`src/rtl/pll_reconfig_sequencer.sv`:
```
// Purpose : runs one PLL M/N/C reconfiguration per request: trigger, wait for stable, wait for settled lock, ack.
// Latency : outputs registered; first pll_trigger 1 cycle after acceptance, ack 1 cycle after lock settles.
// Backpressure: req_ready high only in IDLE; a timed-out attempt is re-triggered up to MAX_RETRIES times.
//
// Ports:
//   clock, reset_n                 system clock, synchronous active-low reset
//   req_valid/req_ready/req_m/n/c  request handshake and requested counter values
//   ack/ack_err                    one-cycle completion pulse, error = timed out after all retries
//   busy/fifo_hold                 high from the cycle after acceptance through the ack cycle
//   pll_m/n/c, pll_trigger         to the PLL interface (values held between acceptances)
//   pll_locked, pll_stable         from the PLL interface, already synchronous to clock
//
// Optional feature: define PLL_SEQ_SKIP_SAME_EN to complete a request immediately (no trigger)
// when it repeats the values already applied by the last successful request.
module pll_reconfig_sequencer #(
  parameter int PLL_DATA_WIDTH = 8,
  parameter int TIMEOUT_WIDTH  = 16,
  parameter int TIMEOUT_CYCLES = 50000,
  parameter int SETTLE_CYCLES  = 16,
  parameter int MAX_RETRIES    = 2,
  parameter logic [PLL_DATA_WIDTH-1:0] DEF_M = PLL_DATA_WIDTH'(1),
  parameter logic [PLL_DATA_WIDTH-1:0] DEF_N = PLL_DATA_WIDTH'(1),
  parameter logic [PLL_DATA_WIDTH-1:0] DEF_C = PLL_DATA_WIDTH'(1)
) (
  input  logic                      clock,
  input  logic                      reset_n,
  input  logic                      req_valid,
  output logic                      req_ready,
  input  logic [PLL_DATA_WIDTH-1:0] req_m,
  input  logic [PLL_DATA_WIDTH-1:0] req_n,
  input  logic [PLL_DATA_WIDTH-1:0] req_c,
  output logic                      ack,
  output logic                      ack_err,
  output logic                      busy,
  output logic                      fifo_hold,
  output logic [PLL_DATA_WIDTH-1:0] pll_m,
  output logic [PLL_DATA_WIDTH-1:0] pll_n,
  output logic [PLL_DATA_WIDTH-1:0] pll_c,
  output logic                      pll_trigger,
  input  logic                      pll_locked,
  input  logic                      pll_stable
);

  localparam int SETTLE_W = $clog2(SETTLE_CYCLES + 1);
  localparam int RETRY_W  = $clog2(MAX_RETRIES + 2);
  localparam logic [TIMEOUT_WIDTH-1:0] TMO_LIMIT    = TIMEOUT_WIDTH'(TIMEOUT_CYCLES);
  localparam logic [SETTLE_W-1:0]      SETTLE_LIMIT = SETTLE_W'(SETTLE_CYCLES);
  localparam logic [RETRY_W-1:0]       RETRY_LIMIT  = RETRY_W'(MAX_RETRIES);
  // The PLL interface needs two cycles after the trigger before pll_stable means anything.
  localparam logic [1:0]               STB_IGNORE   = 2'd2;

  typedef enum logic [2:0] {IDLE, TRIG, WAIT_STB, WAIT_LCK, DONE} state_t;

  state_t                      state_q, state_d;
  logic [PLL_DATA_WIDTH-1:0]   pll_m_q, pll_m_d, pll_n_q, pll_n_d, pll_c_q, pll_c_d;
  logic [RETRY_W-1:0]          retry_q, retry_d;
  logic [TIMEOUT_WIDTH-1:0]    tmo_q, tmo_d;
  logic [SETTLE_W-1:0]         settle_q, settle_d;
  logic [1:0]                  stb_wait_q, stb_wait_d;
  logic                        req_ready_q, req_ready_d;
  logic                        ack_q, ack_d, ack_err_q, ack_err_d;
  logic                        busy_q, busy_d, fifo_hold_q, fifo_hold_d;
  logic                        pll_trigger_q, pll_trigger_d;
`ifdef PLL_SEQ_SKIP_SAME_EN
  // Set only once a request has completed without error since reset.
  logic                        applied_ok_q, applied_ok_d;
`endif

  logic [TIMEOUT_WIDTH-1:0]    tmo_inc;
  logic [SETTLE_W-1:0]         settle_inc;
  logic                        tmo_hit, settle_done, done_err;

  always_comb begin
    // Saturating timeout count so a very long wait can never wrap back below the limit.
    tmo_inc     = (tmo_q == {TIMEOUT_WIDTH{1'b1}}) ? tmo_q : tmo_q + TIMEOUT_WIDTH'(1);
    tmo_hit     = (tmo_inc >= TMO_LIMIT);
    settle_inc  = settle_q + SETTLE_W'(1);
    settle_done = pll_locked && (settle_inc == SETTLE_LIMIT);

    state_d    = state_q;
    pll_m_d    = pll_m_q;
    pll_n_d    = pll_n_q;
    pll_c_d    = pll_c_q;
    retry_d    = retry_q;
    tmo_d      = tmo_q;
    settle_d   = settle_q;
    stb_wait_d = stb_wait_q;
    done_err   = 1'b0;
`ifdef PLL_SEQ_SKIP_SAME_EN
    applied_ok_d = applied_ok_q;
`endif

    case (state_q)
      IDLE: begin
        if (req_valid) begin
          pll_m_d = req_m;
          pll_n_d = req_n;
          pll_c_d = req_c;
          retry_d = '0;
          state_d = TRIG;
`ifdef PLL_SEQ_SKIP_SAME_EN
          if (applied_ok_q && (req_m == pll_m_q) && (req_n == pll_n_q) && (req_c == pll_c_q)) begin
            state_d = DONE;
          end
`endif
        end
      end
      TRIG: begin
        tmo_d      = '0;
        settle_d   = '0;
        stb_wait_d = '0;
        state_d    = WAIT_STB;
      end
      WAIT_STB: begin
        tmo_d = tmo_inc;
        if (stb_wait_q != STB_IGNORE) begin
          stb_wait_d = stb_wait_q + 2'd1;
        end else if (pll_stable) begin
          state_d = WAIT_LCK;
        end
      end
      WAIT_LCK: begin
        tmo_d    = tmo_inc;
        settle_d = pll_locked ? settle_inc : '0;
        if (settle_done) begin
          state_d = DONE;
        end
      end
      DONE: begin
        state_d = IDLE;
      end
      default: begin
        state_d = IDLE;
      end
    endcase

    // Timeout overrides the wait states, except that a settle completing in the same cycle wins.
    if (((state_q == WAIT_STB) || ((state_q == WAIT_LCK) && !settle_done)) && tmo_hit) begin
      if (retry_q < RETRY_LIMIT) begin
        retry_d = retry_q + RETRY_W'(1);
        state_d = TRIG;
      end else begin
        state_d  = DONE;
        done_err = 1'b1;
      end
    end

`ifdef PLL_SEQ_SKIP_SAME_EN
    if ((state_d == DONE) && (state_q != DONE)) begin
      applied_ok_d = !done_err;
    end
`endif

    // Outputs are a registered decode of the next state.
    req_ready_d   = (state_d == IDLE);
    busy_d        = (state_d != IDLE);
    fifo_hold_d   = (state_d != IDLE);
    ack_d         = (state_d == DONE);
    ack_err_d     = (state_d == DONE) && done_err;
    pll_trigger_d = (state_d == TRIG);
  end

  always_ff @(posedge clock) begin
    if (!reset_n) begin
      state_q       <= IDLE;
      pll_m_q       <= DEF_M;
      pll_n_q       <= DEF_N;
      pll_c_q       <= DEF_C;
      retry_q       <= '0;
      tmo_q         <= '0;
      settle_q      <= '0;
      stb_wait_q    <= '0;
      req_ready_q   <= 1'b1;
      ack_q         <= 1'b0;
      ack_err_q     <= 1'b0;
      busy_q        <= 1'b0;
      fifo_hold_q   <= 1'b0;
      pll_trigger_q <= 1'b0;
`ifdef PLL_SEQ_SKIP_SAME_EN
      applied_ok_q  <= 1'b0;
`endif
    end else begin
      state_q       <= state_d;
      pll_m_q       <= pll_m_d;
      pll_n_q       <= pll_n_d;
      pll_c_q       <= pll_c_d;
      retry_q       <= retry_d;
      tmo_q         <= tmo_d;
      settle_q      <= settle_d;
      stb_wait_q    <= stb_wait_d;
      req_ready_q   <= req_ready_d;
      ack_q         <= ack_d;
      ack_err_q     <= ack_err_d;
      busy_q        <= busy_d;
      fifo_hold_q   <= fifo_hold_d;
      pll_trigger_q <= pll_trigger_d;
`ifdef PLL_SEQ_SKIP_SAME_EN
      applied_ok_q  <= applied_ok_d;
`endif
    end
  end

  assign req_ready   = req_ready_q;
  assign ack         = ack_q;
  assign ack_err     = ack_err_q;
  assign busy        = busy_q;
  assign fifo_hold   = fifo_hold_q;
  assign pll_m       = pll_m_q;
  assign pll_n       = pll_n_q;
  assign pll_c       = pll_c_q;
  assign pll_trigger = pll_trigger_q;

endmodule

```
`config.mk`:
```
export PLATFORM = sky130hd
export DESIGN_NAME = pll_reconfig_sequencer
export DESIGN_NICKNAME = d
export VERILOG_FILES = /design/src/rtl/pll_reconfig_sequencer.sv
export SDC_FILE = /design/constraint.sdc
export NUM_CORES = 1
export LEC_CHECK = 0
export CORE_MARGIN = 2
export CORE_UTILIZATION = 25
export CTS_BUF_LIST = sky130_fd_sc_hd__clkbuf_8
export DETAILED_ROUTE_END_ITERATION = 8
export PLACE_DENSITY_LB_ADDON = 0.3
export REMOVE_ABC_BUFFERS = 1
export SLEW_MARGIN = 20
export SYNTH_ARGS = -nofsm -noshare
export SYNTH_HDL_FRONTEND = slang
export SYNTH_SLANG_ARGS = --single-unit
```
`constraint.sdc`:
```
create_clock -name clock -period 4.8 [get_ports clock]
set_clock_uncertainty 0.05 [all_clocks]
set_input_delay 1.44 -clock clock [delete_from_list [all_inputs] [get_ports clock]]
set_output_delay 1.44 -clock clock [all_outputs]
set_load 0.1 [all_outputs]
```
==> reports/results.ini, run 1 <==
[critical_path]
critical-path-top-delay-family = buffers and inverters
path_cells = clkdlybuf4s50_1
timing.rr.end = retry_q[0]$_SDFF_PN0_
worstRegToRegCells = 8
cp_max_fo = 2
crit_type = flop to primary output
slowest_stage = clkdlybuf4s50_1
r2r_setup_slack_ns = 2.04
crit_arrival_ns = 1.83
crit_required_ns = 3.31
cpPeakStageDelay_ns = 1.14
critical_path_depth = 1
crit_path_start_kind = flop
cp_num_buf_inv = 1
worstReg2RegStart = tmo_q[0]$_SDFFE_PN0P_
end_kind = primary output

[global_route]
grt_pass1_vias = 2489
grt_pass1_wl_um = 11880
grt-ovfl-total = 0
grt_max_degree = 29
antenna_found_initial = 0
grtUsageTotal = 0.1290

[floorplan]
core_mm2 = 0.01075
die_area_mm2 = 0.01179
dieWidth_um = 108.6
io_pins = 59
start_util = 0.2544
rows = 38
dieHeight_um = 108.6

[cts]
root_buffer = clkbuf_8
ctsHoldBuffers = 0
numCtsBuffers = 9
clockBufferDepth = 2
post_cts_buffers = 0
h-tree-depth = 3
cts.repair.resized = 0
cts_tree = built
cts.sink_count = 57
clk_pin_slew_ns = 0.07
clk_latency_ns = 0.34

[timing]
final_hold_viol_count = 0
finalCritPeriodShare = 0.6911
rsz0062_at_grt = no
fin_hold_ws_ns = 0.4026
period_minus_slack_ns = 3.317
drv_slew = 0
setup_viol = 0
finalSetupTns_ns = 0
fmax_mhz = 301.4
tightest_slew_ns = 1.002
slew-limit-headroom = 0.3298

[hold_path]
hp-start = pll_c[2]$_SDFFE_PN0P_
hold_class = flop to flop
holdPathEnd = pll_c[2]$_SDFFE_PN0P_
min_path_cells = 2

[power]
power.density_mw_per_mm2 = 354.7
peakVddDrop_mv = 0.1714
p_leak_nw = 1.246
p_total_mw = 1.296

[synthesis]
ys_warn_count = 0
synth_area_leaders = dfxtp_1, nand2_1, a21oi_1, nor2_1, o21ai_0
yosys.area.top_type = dfxtp_1
synth_cell_type_count = 53
syn_inst = 349
avgSynthCellArea_um2 = 7.833
async_reset_ff_frac = 0
yosys_most_used_dff = dfxtp_1
yosysSeqAreaShare = 0.4174
synth_edf_count = 0
synth_top_area_share = 0.4174
synth-seq-cells = 57
syn_area_mm2 = 0.002734

[cells_and_area]
drive_gt1_frac = 0.08416
seq_area_mm2 = 0.001141
design_area_mm2 = 0.003655
antennaDiodeCount = 0
fin_nets = 432
areaGrowthSynthToFinish_pct = 33.68
n_fill_cell = 1164
fin_cells = 544
multi_input_area_mm2 = 0.001481

[drt]
dr.pass1.iters = 4
viasPerCell = 4.814
drcViolationCount = 0
wl_per_cell_um = 13.22
vias = 2619
wl_um = 7190
detail-route-antenna-nets = 0
first_iter_violations = 114

[run]
max_cap_viol_count = 0

[place]
place.gp.congestion = 0.7939
dp.cells = 528
post-dp-hpwl_um = 4870
portBuffers = 58
placed_area_mm2 = 0.003427

[run_status]
status = finished clean

[cell usage after synthesis, types with 3 or more instances]
master	instances
mux2_2	3
a311oi_1	4
clkbuf_1	17
nand4b_1	3
nand2b_1	5
or3_1	5
o21ai_0	22
nor2_1	31
nor3_1	7
nand2_1	68
o22ai_1	3
and2_1	4
nand3_1	15
nor4_1	3
dfxtp_1	57
inv_1	4
ha_1	4
a21oi_1	46
buf_2	4
[metrics by stage]
step	setup slack, ns	util
6_report	1.483	0.3401
4_1_cts	1.446	0.3401
3_3_place_gp	1.263	0.3189
5_1_grt	1.390	0.3401
2_1_floorplan	1.028	-
3_5_place_dp	1.196	0.3189
[worst max path at each step]
stage | slack [ns] | endpoint | from
after CTS | 1.45 | pll_n[2] | pll_n[2]$_SDFFE_PN0P_
after floorplan | 1.03 | pll_c[1]$_SDFFE_PN0P_ | req_valid
after detailed placement | 1.20 | pll_m[5]$_SDFFE_PN0P_ | reset_n
after global placement | 1.26 | pll_m[1]$_SDFFE_PN0P_ | reset_n
after global routing | 1.39 | pll_m[5]$_SDFFE_PN0P_ | reset_n
final | 1.48 | pll_m[7] | pll_m[7]$_SDFFE_PN0P_
[layout by cell type, fill, tap and decap left out, types with 7 or more instances in the layout]
cell type / count
clkdlybuf4s50_1: 58
a21oi_1: 46
dfxtp_1: 57
nor2_1: 31
o21ai_0: 22
nand2_1: 68
clkbuf_8: 10
nand3_1: 15
nor3_1: 7
[metal layers]
metal	GRT usage	wire, µm	vias up
li1	-	-	1333
met1	0.1578	3277	1206
met2	0.1982	3224	63
met3	0.05847	549	17
met4	0.04853	138	0
met5	0	0	-
[logic make-up (layout without fill, tap and decap cells)]
kind of cell               count (synthesis)  count (layout)  synth area share
buffers and inverters                     28              83           0.04302
xor gates and xnor gates                   2               2          0.006408
and+or+nand+nor                          159             159            0.2943
adders and majority gates                  4               4           0.01831
muxes                                      5               5           0.01968
DFF                                       57              57            0.4174
AOI/OAI and AO/OA                         94              94            0.2009
[report_power, final]
| part | internal [mW] | switching, mW | leakage, nW |
|---|---|---|---|
| clock | 0.308 | 0.204 | 0.113 |
| combinational | 0.0741 | 0.203 | 0.668 |
| sequential | 0.494 | 0.0140 | 0.465 |
| total | 0.876 | 0.421 | 1.25 |
[layout make-up]
type / count / area share
Multi-Input combinational cell: 264 / 0.4053
Sequential cell: 57 / 0.3122
Timing Repair Buffer: 62 / 0.1671
Tap cell: 140 / 0.04793
Clock buffer: 10 / 0.03766
Clock inverter: 6 / 0.02465
Inverter: 5 / 0.005135
[registers in the layout (all words and copies together) (netlist names)]
register / flops
pll_n: 8
ack: 1
stb_wait_q: 2
tmo_q: 16
pll_c: 8
req_ready: 1
settle_q: 5
pll_m: 8
fifo_hold: 1
retry_q: 2
state_q: 3
ack_err: 1
pll_trigger: 1
No activity file was read; power rests on OpenSTA's default activity.
==> inputs of run 2 (changes only) <==
- clock period: 4.8 -> 3.2 ns (I/O delays scaled with it)
==> run 2 against run 1 <==
  * Worst hold slack better by 0.0048 ns
  * Clock power up 37%
  * Via count up 1.8%
  * Flip-flop and latch count unchanged
  * Count of clock-buffer cells in the layout unchanged
  * Sequential power up 50%
  * Utilization down 0.71 points
  * Sequential share of layout area up 0.67 points
  * Worst setup slack worse by 0.94 ns
  * Wire length down 0.82%
  * Largest power group is now sequential cells
==> reports/results.ini, run 2 (synthesis gave the netlist of run 1 again) <==
[run_status]
status = finished clean  ; unchanged

[power]
internal_power_mw = 1.225  ; was 0.8758 mW
p_comb_frac = 0.218  ; was 0.214
p_leak_nw = 1.290  ; was 1.246 nW
seq_power_share = 0.408  ; was 0.392
switchingPower_mw = 0.6450  ; was 0.4206 mW
peakVddDrop_mv = 0.2364  ; was 0.1714 mV
p_clk_frac = 0.374  ; was 0.395
sw_frac_of_total = 0.3449  ; was 0.3245
power.density_mw_per_mm2 = 522.7  ; was 354.7 mW/mm²

[timing]
fmax_mhz = 376.2
finalCritPeriodShare = 0.8308
setup_viol = 0  ; unchanged
rsz0062_at_grt = no  ; unchanged
final_hold_viol_count = 0  ; unchanged
period_minus_slack_ns = 2.658
finalSetupTns_ns = 0  ; unchanged
fin_ws_ns = 0.5415  ; was 1.483 ns
slew-limit-headroom = 0.5397  ; was 0.3298
tightest_slew_ns = 0.6879  ; was 1.002 ns
drv_slew = 0  ; unchanged

[critical_path]
slowest_stage = or3_1  ; was clkdlybuf4s50_1
crit_arrival_ns = 2.89  ; was 1.83 ns
end_kind = flop  ; was primary output
crit_type = flop to flop  ; was flop to primary output
cp_max_fo = 9  ; was 2
crit_path_start_kind = flop  ; unchanged
crit_required_ns = 3.43  ; was 3.31 ns
path_cells = ha_1, nand4_1, or3_1, o21bai_1, o311ai_0, a211o_1, nor3_4, mux2i_1  ; was clkdlybuf4s50_1
cpPeakStageDelay_ns = 0.45  ; was 1.14 ns
worstRegToRegCells = 8  ; unchanged

[hold_path]
min_path_cells = 2  ; unchanged
hold_class = flop to flop  ; unchanged

[floorplan]
rows = 38  ; unchanged
dieWidth_um = 108.6  ; unchanged
io_pins = 59  ; unchanged
core_mm2 = 0.01075  ; unchanged
dieHeight_um = 108.6  ; unchanged
start_util = 0.2544  ; unchanged
die_area_mm2 = 0.01179  ; unchanged

[cts]
clk_pin_slew_ns = 0.08  ; was 0.07 ns
clk_latency_ns = 0.35  ; was 0.34 ns
root_buffer = clkbuf_8  ; unchanged
h-tree-depth = 3  ; unchanged
cts.sink_count = 57  ; unchanged
numCtsBuffers = 9  ; unchanged
cts.repair.resized = 0  ; unchanged
ctsHoldBuffers = 0  ; unchanged
post_cts_buffers = 0  ; unchanged
cts_tree = built  ; unchanged
clockBufferDepth = 2  ; unchanged

[cells_and_area]
areaGrowthSynthToFinish_pct = 30.89  ; was 33.68%
seq_area_mm2 = 0.001141  ; unchanged
multi_input_area_mm2 = 0.001481  ; unchanged
mostFrequentLayoutCells = nand2_1, dfxtp_1, a21oi_1  ; was nand2_1, clkdlybuf4s50_1, dfxtp_1
n_fill_cell = 1197  ; was 1164
fin_nets = 435  ; was 432
largest_reg_flops = 16  ; unchanged
drive_gt1_frac = 0.1646  ; was 0.08416
final_common_cell = nand2_1  ; unchanged
antennaDiodeCount = 0  ; unchanged
top_register = tmo_q  ; unchanged

[run]
max_cap_viol_count = 0  ; unchanged

[place]
post-dp-hpwl_um = 4914  ; was 4870 µm
place.gp.congestion = 0.8722  ; was 0.7939
portBuffers = 58  ; unchanged
post-place-ws_ns = 0.6237  ; was 1.196 ns

[drt]
wl_um = 7131  ; was 7190 µm
vias = 2666  ; was 2619
viasPerCell = 4.874  ; was 4.814
detail-route-antenna-nets = 0  ; unchanged
first_iter_violations = 95  ; was 114
dr.pass1.iters = 6  ; was 4
drcViolationCount = 0  ; unchanged
wl_per_cell_um = 13.04  ; was 13.22 µm

[global_route]
grt-ovfl-total = 0  ; unchanged
antenna_found_initial = 0  ; unchanged
grtUsageTotal = 0.1273  ; was 0.1290
grt_max_degree = 28  ; was 29
grt_pass1_vias = 2504  ; was 2489
grt_pass1_wl_um = 11830  ; was 11880 µm

## run 2: cell types whose count changed in the layout (fill, tap and decap cells not counted), sizes merged
cell,change
clkinvlp,+2
buf,+33
clkinv,-1
bufinv,-1
clkdlybuf4s50,-30
## run 2: cell type report
class,count,share of cell area
multi-input combinational,264,0.4140
sequential,57,0.3189
timing repair buffer,65,0.1559
clock buffer,10,0.03846
inverter,5,0.005245
clock inverter,6,0.01853
tap,140,0.04895
## run 2: through the flow
| stage | total power [mW] | std cells | hold WS, ns | area, µm² | util |
|---|---|---|---|---|---|
| final | 1.870 | 547 | 0.4074 | 3578 | 0.3330 |
| after CTS | 1.897 | 547 | 0.4099 | 3578 | 0.3330 |
| after global placement | 1.186 | 531 | 0.3933 | 3374 | 0.3140 |
| after detailed placement | 1.189 | 531 | 0.3982 | 3374 | 0.3140 |
| after global routing | 1.952 | 547 | 0.4220 | 3578 | 0.3330 |
| after floorplan | 1.062 | 326 | 0.4044 | 2635 | - |
## run 2: worst paths after layout
check | startpoint | to | slack, ns
worst max-delay path | tmo_q[0]$_SDFFE_PN0P_ | retry_q[0]$_SDFF_PN0_ | 0.54
worst min-delay path | pll_m[1]$_SDFFE_PN0P_ | pll_m[1]$_SDFFE_PN0P_ | 0.41
worst max register to register | tmo_q[0]$_SDFFE_PN0P_ | retry_q[0]$_SDFF_PN0_ | 0.54
worst min register to register | pll_m[1]$_SDFFE_PN0P_ | pll_m[1]$_SDFFE_PN0P_ | 0.41
## run 2: critical path: cells and delay by family (launching register included)
| family | cells | cell delay, ns |
|---|---|---|
| DFF | 1 | 0.41 |
| muxes | 1 | 0.20 |
| AOI/OAI and AO/OA | 3 | 0.75 |
| and+or+nand+nor | 3 | 0.87 |
| adders and majority gates | 1 | 0.32 |
## run 2: power by group through the flow
stage | clock [mW] | sequential, mW | combinational [mW]
after floorplan | 0 | 0.974 | 0.0880
final | 0.700 | 0.763 | 0.408
after CTS | 0.723 | 0.763 | 0.412
after global placement | 0 | 0.778 | 0.409
after global routing | 0.754 | 0.767 | 0.431
after detailed placement | 0 | 0.778 | 0.411
## run 2: metal layers
metal,global-route usage,part of all wire,wire (µm),vias up
met5,0,0,0,-
met4,0.04945,0.013,91,0
met2,0.1969,0.47,3327,79
met3,0.04400,0.067,477,11
li1,-,-,-,1336
met1,0.1625,0.45,3235,1240
